`config.mk`:
```
export PLATFORM = sky130hd
export DESIGN_NAME = encrypt_pipe_shift
export DESIGN_NICKNAME = d
export VERILOG_FILES = /design/src/rtl/encrypt_pipe_shift.sv
export SDC_FILE = /design/constraint.sdc
export NUM_CORES = 1
export LEC_CHECK = 0
export CAP_MARGIN = 10
export CORE_MARGIN = 3
export CORE_UTILIZATION = 35
export DETAILED_ROUTE_END_ITERATION = 7
export PLACE_DENSITY = 0.55
export SYNTH_ARGS = -nofsm -noshare
export SYNTH_HDL_FRONTEND = slang
export SYNTH_SLANG_ARGS = --single-unit
```
`constraint.sdc`:
```
create_clock -name clk -period 3.2 [get_ports clk]
set_input_delay 0.64 -clock clk [delete_from_list [all_inputs] [get_ports clk]]
set_output_delay 0.64 -clock clk [all_outputs]
set_load 0.01 [all_outputs]
```
`src/rtl/encrypt_pipe_shift.sv`:
```
// rtl/encrypt_pipe_shift.sv - two-stage Caesar-shift encrypt stage producing extended one-hot letters
module encrypt_pipe_shift #(
   parameter int COUNT_W = 16
) (
   input  logic               clk,
   input  logic               rst,
   input  logic               en,
   input  logic               shift_en,
   input  logic [2:0]         shift_amt,
   input  logic               mode,
   input  logic [7:0]         data_in,
   input  logic               clr_count,
   output logic               en_out,
   output logic [31:0]        extended_shift_out,
   output logic               is_alpha_upper_case,
   output logic               is_alpha_low_case,
   output logic [COUNT_W-1:0] enc_count
);

   localparam logic [COUNT_W-1:0] COUNT_ONE = {{(COUNT_W-1){1'b0}}, 1'b1};

   // stage 1 registers
   logic        s1_valid_q, s1_valid_d;
   logic        s1_upper_q, s1_upper_d;
   logic        s1_lower_q, s1_lower_d;
   logic [4:0]  s1_k_q, s1_k_d;
   logic [7:0]  s1_byte_q, s1_byte_d;
   logic        s1_shift_en_q, s1_shift_en_d;
   logic [2:0]  s1_amt_q, s1_amt_d;
   logic        s1_mode_q, s1_mode_d;

   // stage 2 (output) registers
   logic               en_out_q, en_out_d;
   logic [31:0]        ext_q, ext_d;
   logic               upper_q, upper_d;
   logic               lower_q, lower_d;
   logic [COUNT_W-1:0] enc_count_q, enc_count_d;

   logic       in_upper;
   logic       in_lower;
   logic       do_shift;
   logic [5:0] rot_sum;
   logic [5:0] rot_k;

   // Stage 1: classify the byte and capture it with the controls that travel alongside it
   always_comb begin
      in_upper      = (data_in >= 8'h41) && (data_in <= 8'h5A);
      in_lower      = (data_in >= 8'h61) && (data_in <= 8'h7A);
      s1_valid_d    = en;
      s1_upper_d    = en & in_upper;
      s1_lower_d    = en & in_lower;
      s1_k_d        = s1_k_q;
      s1_byte_d     = s1_byte_q;
      s1_shift_en_d = s1_shift_en_q;
      s1_amt_d      = s1_amt_q;
      s1_mode_d     = s1_mode_q;
      if (en) begin
         // 'A' and 'a' both have 5'b00001 in their low bits, so one subtract serves both cases
         s1_k_d        = (in_upper || in_lower) ? (data_in[4:0] - 5'd1) : 5'd0;
         s1_byte_d     = data_in;
         s1_shift_en_d = shift_en;
         s1_amt_d      = shift_amt;
         s1_mode_d     = mode;
      end
   end

   // Stage 2: rotate letters into the one-hot field, pass everything else through, count shifted letters
   always_comb begin
      do_shift = s1_valid_q && (s1_upper_q || s1_lower_q) && !s1_mode_q && s1_shift_en_q;
      // k + amt is at most 32, so a single conditional subtract gives the mod-26 result
      rot_sum  = {1'b0, s1_k_q} + {3'b000, s1_amt_q};
      rot_k    = (rot_sum >= 6'd26) ? (rot_sum - 6'd26) : rot_sum;
      en_out_d = s1_valid_q;
      upper_d  = s1_valid_q & s1_upper_q;
      lower_d  = s1_valid_q & s1_lower_q;
      ext_d    = 32'h0;
      if (do_shift) begin
         ext_d = 32'h0000_0040 << rot_k;
      end else if (s1_valid_q) begin
         ext_d = {24'h0, s1_byte_q};
      end
      enc_count_d = enc_count_q;
      if (clr_count) begin
         enc_count_d = '0;
      end else if (do_shift && !(&enc_count_q)) begin
         enc_count_d = enc_count_q + COUNT_ONE;
      end
   end

   // Pipeline and counter state; reset drops anything in flight
   always_ff @(posedge clk or negedge rst) begin
      if (!rst) begin
         s1_valid_q    <= 1'b0;
         s1_upper_q    <= 1'b0;
         s1_lower_q    <= 1'b0;
         s1_k_q        <= 5'd0;
         s1_byte_q     <= 8'h0;
         s1_shift_en_q <= 1'b0;
         s1_amt_q      <= 3'd0;
         s1_mode_q     <= 1'b0;
         en_out_q      <= 1'b0;
         ext_q         <= 32'h0;
         upper_q       <= 1'b0;
         lower_q       <= 1'b0;
         enc_count_q   <= '0;
      end else begin
         s1_valid_q    <= s1_valid_d;
         s1_upper_q    <= s1_upper_d;
         s1_lower_q    <= s1_lower_d;
         s1_k_q        <= s1_k_d;
         s1_byte_q     <= s1_byte_d;
         s1_shift_en_q <= s1_shift_en_d;
         s1_amt_q      <= s1_amt_d;
         s1_mode_q     <= s1_mode_d;
         en_out_q      <= en_out_d;
         ext_q         <= ext_d;
         upper_q       <= upper_d;
         lower_q       <= lower_d;
         enc_count_q   <= enc_count_d;
      end
   end

   assign en_out              = en_out_q;
   assign extended_shift_out  = ext_q;
   assign is_alpha_upper_case = upper_q;
   assign is_alpha_low_case   = lower_q;
   assign enc_count           = enc_count_q;

endmodule
```
==> key figures <==
Critical path
  – Crit path from: s1_k_q[0]
  – Worst Reg-to-Reg Cells: 9
  – Crit path to: extended_shift_out[23]
  – Worst r2r src: s1_k_q[0]
  – Setup crit start kind: flop
  – Crit Path Max Fanout: 9
  – Crit Path Category: reg -> reg
  – Critical path data required time: 3410 ps
  – Arrival @ worst endpoint: ~3200 ps
  – Crit end category: flop
  – Flop-to-flop setup slack: about 230 ps
  – R2r endpoint: extended_shift_out[23]

Global routing
  – Initial antenna violation count: 0
  – GRT Util Overall: 0.1417
  – First-pass GRT wire length: 11.63 mm
  – GR Overflow Total: 0
  – Vias in the first global route: ~2400
  – Largest net degree at the start of global routing: 73

STA
  – Layout Skew: 7.852 ps
  – RSZ-0062 raised after global routing: yes
  – Setup violators final: 0
  – Max_slew headroom: 0.4139
  – Total negative slack: 0 ps
  – Fin. max-slew vios: 0
  – Final clock period utilization by the worst path: 0.9276
  – Final Hold Fails: 0
  – Worst slew pin tran: 879.2 ps
  – Min Tclk post-route: a little under 3000 ps
  – Peak Freq: 336.9 MHz

Drt
  – DRC: 0
  – Drt first pass iters: 4
  – Via density: 5.044
  – Avg WL per Cell: roughly 15 µm
  – Total Wirelength: 7.041 mm
  – Antenna Nets Post-Route: 0
  – Initial DRC count: 91
  – DR vias: 2406

Pwr
  – Peak supply drop: 0.2092 mV
  – Tot Pwr: 2093 µW
  – PD cells: 488.8 nW/µm²
  – Leakage: around 0.0019 µW

Placed design
  – Final RePlAce weighted congestion: 0.8213
  – DP Cell Count: 461
  – Dpl hpwl: 5.005 mm
  – PortBufs: 67

Clock network
  – Reg clk slew, reported paths: 80 ps
  – Clk buf depth: 2
  – Max H-tree Level: 3
  – Clock root cell: clkbuf_8
  – TritonCTS clock tree: done
  – CTS Sinks: just over 70
  – Inserted Clock Buffers: 9
  – Postcts setup bufs: 0
  – CTS resizes: 0
  – Clk_lat worst skew: roughly 340 ps

Floorplan
  – Number of core rows: 34
  – Die Width: 102.4 µm
  – Die area: 10500 µm²
  – Initial Util: 0.3662
  – Core area: 8891 µm²
  – IO Pins: slightly below 70
  – Chip height: ~100 µm

Final layout
  – Final #Nets: just under 400
  – Area Growth Syn to Fin: 31.51%
  – Layout Cells excl Fill: 477
  – Post-Route Utilization: 0.4816
  – Fraction of layout cells with a size suffix above 1: 0.1084
  – Ant. Diodes: 0
  – Most frequent cells in the layout: 72 x dfrtp_1, 66 x clkdlybuf4s50_1, 35 x nor2_1
  – Commonest non-fill, non-tap cell in the layout: dfrtp_1

Logic synthesis
  – Syn avg cell area: 11.11 µm²
  – Register area share after synthesis: 0.5534
  – Count of cell types in the netlist: 47
  – Register bit total from synthesis: 72
  – Synthesized area: 3256 µm²
  – Post-synthesis instance total: between 200 and 300
  – Mapped Nets: 319
  – Number of warnings issued by yosys: 0

Run
  – Max Cap Viol: 0

Run status
  – Outcome: complete, no violations

Hold path
  – Hold WC Path Type: reg -> reg
## worst min path at each step
stage	startpoint	to	cells after the start
final	s1_upper_q	is_alpha_upper_case	1
after global routing	s1_lower_q	is_alpha_low_case	1
after CTS	s1_upper_q	is_alpha_upper_case	1
after detailed placement	s1_upper_q	is_alpha_upper_case	1
after global placement	s1_upper_q	is_alpha_upper_case	1
after floorplan	rst	en_out	0
## synthesized netlist by cell type (all sizes together)
cell type	number	area, µm²
o21bai	1	7.510
nor3b	1	7.510
nor2	35	131.4
or3	2	12.51
inv	12	45.04
clkbuf	7	26.28
dfrtp	72	1802
nand2	15	56.30
o221ai	1	15.01
fa	1	20.02
nand2b	1	6.260
ha	8	100.1
o21a	1	7.510
nand3b	1	7.510
o41ai	2	17.52
or4b	1	13.76
xor2	11	96.34
a211o	1	8.760
xnor2	9	78.83
a31oi	2	27.53
and4	2	17.52
a21oi	7	38.79
and3	12	75.07
o22a	1	8.760
and2	4	25.02
buf	2	8.750
a22o	1	8.760
nor3	22	115.1
o31ai	1	7.510
nor4	3	25.02
mux2	13	146.4
a211oi	3	40.04
nand3	10	50.05
nand4	5	31.28
mux2i	5	50.05
o22ai	5	31.28
o21ai	8	51.30
a21o	5	37.54
## sequential cells by signal (all words and copies together), names as in the netlist, 3 cells and up
register,flops
extended_shift_out,32
enc_count,16
s1_byte_q,8
s1_k_q,5
s1_amt_q,3
## critical path, stage by stage, from the launching register on
cell      delay (ps)
dfrtp_1          390
ha_1             220
fa_1             670
inv_1            180
ha_1             280
o21ai_0          150
nor2_1            80
nor4_2           580
nand2b_1         230
nor2_1            60
## report_power, final
group	switching, µW	internal [µW]	total (µW)
Sequential	20.8	939	960
Combinational	155	106	261
Clock	332	540	872
Total	507	1590	2090
## what timing repair did
item | 4_1_cts | 5_1_grt
hold buffers | 0 | 0
setup endpoints to repair | 0 | 5
endpoints found under the hold margin | 0 | 0
## kinds of logic (layout without fill, tap and decap cells)
family          Yosys count  count (layout)  share of synthesized area
compound gates           39              39                    0.09455
mux                      18              18                    0.06034
simple gates            114             114                     0.1764
xor+xnor                 20              20                    0.05381
flops                    72              72                     0.5534
fa+ha+maj                 9               9                    0.03690
buf+inv                  21              97                    0.02459
## per-layer routing
layer	vias up	part of all wire	global-route usage
met5	-	0	0
met3	9	0.046	0.03140
li1	1171	-	-
met1	1164	0.48	0.1934
met2	62	0.46	0.2175
met4	0	0.013	0.05954
## through the flow
step | worst slack, ps | hold WS [ps] | instance area [µm²]
after floorplan | 640.2 | 344.4 | 3256
after global placement | 397.8 | 470.6 | 4036
after detailed placement | 252.3 | 470.6 | 4036
after CTS | 217.5 | 489.6 | 4282
after global routing | -62.45 | 521.9 | 4282
final | 231.7 | 492.1 | 4282
## final cells by class
cell class | instances | area, µm²
Tap cell | 108 | 135.1
Multi-Input combinational cell | 200 | 1374
Inverter | 12 | 45.04
Fill cell | 843 | 4609
Timing Repair Buffer | 69 | 680.7
Clock buffer | 11 | 141.4
Clock inverter | 5 | 103.9
Sequential cell | 72 | 1802
No activity file was read; power rests on OpenSTA's default activity.
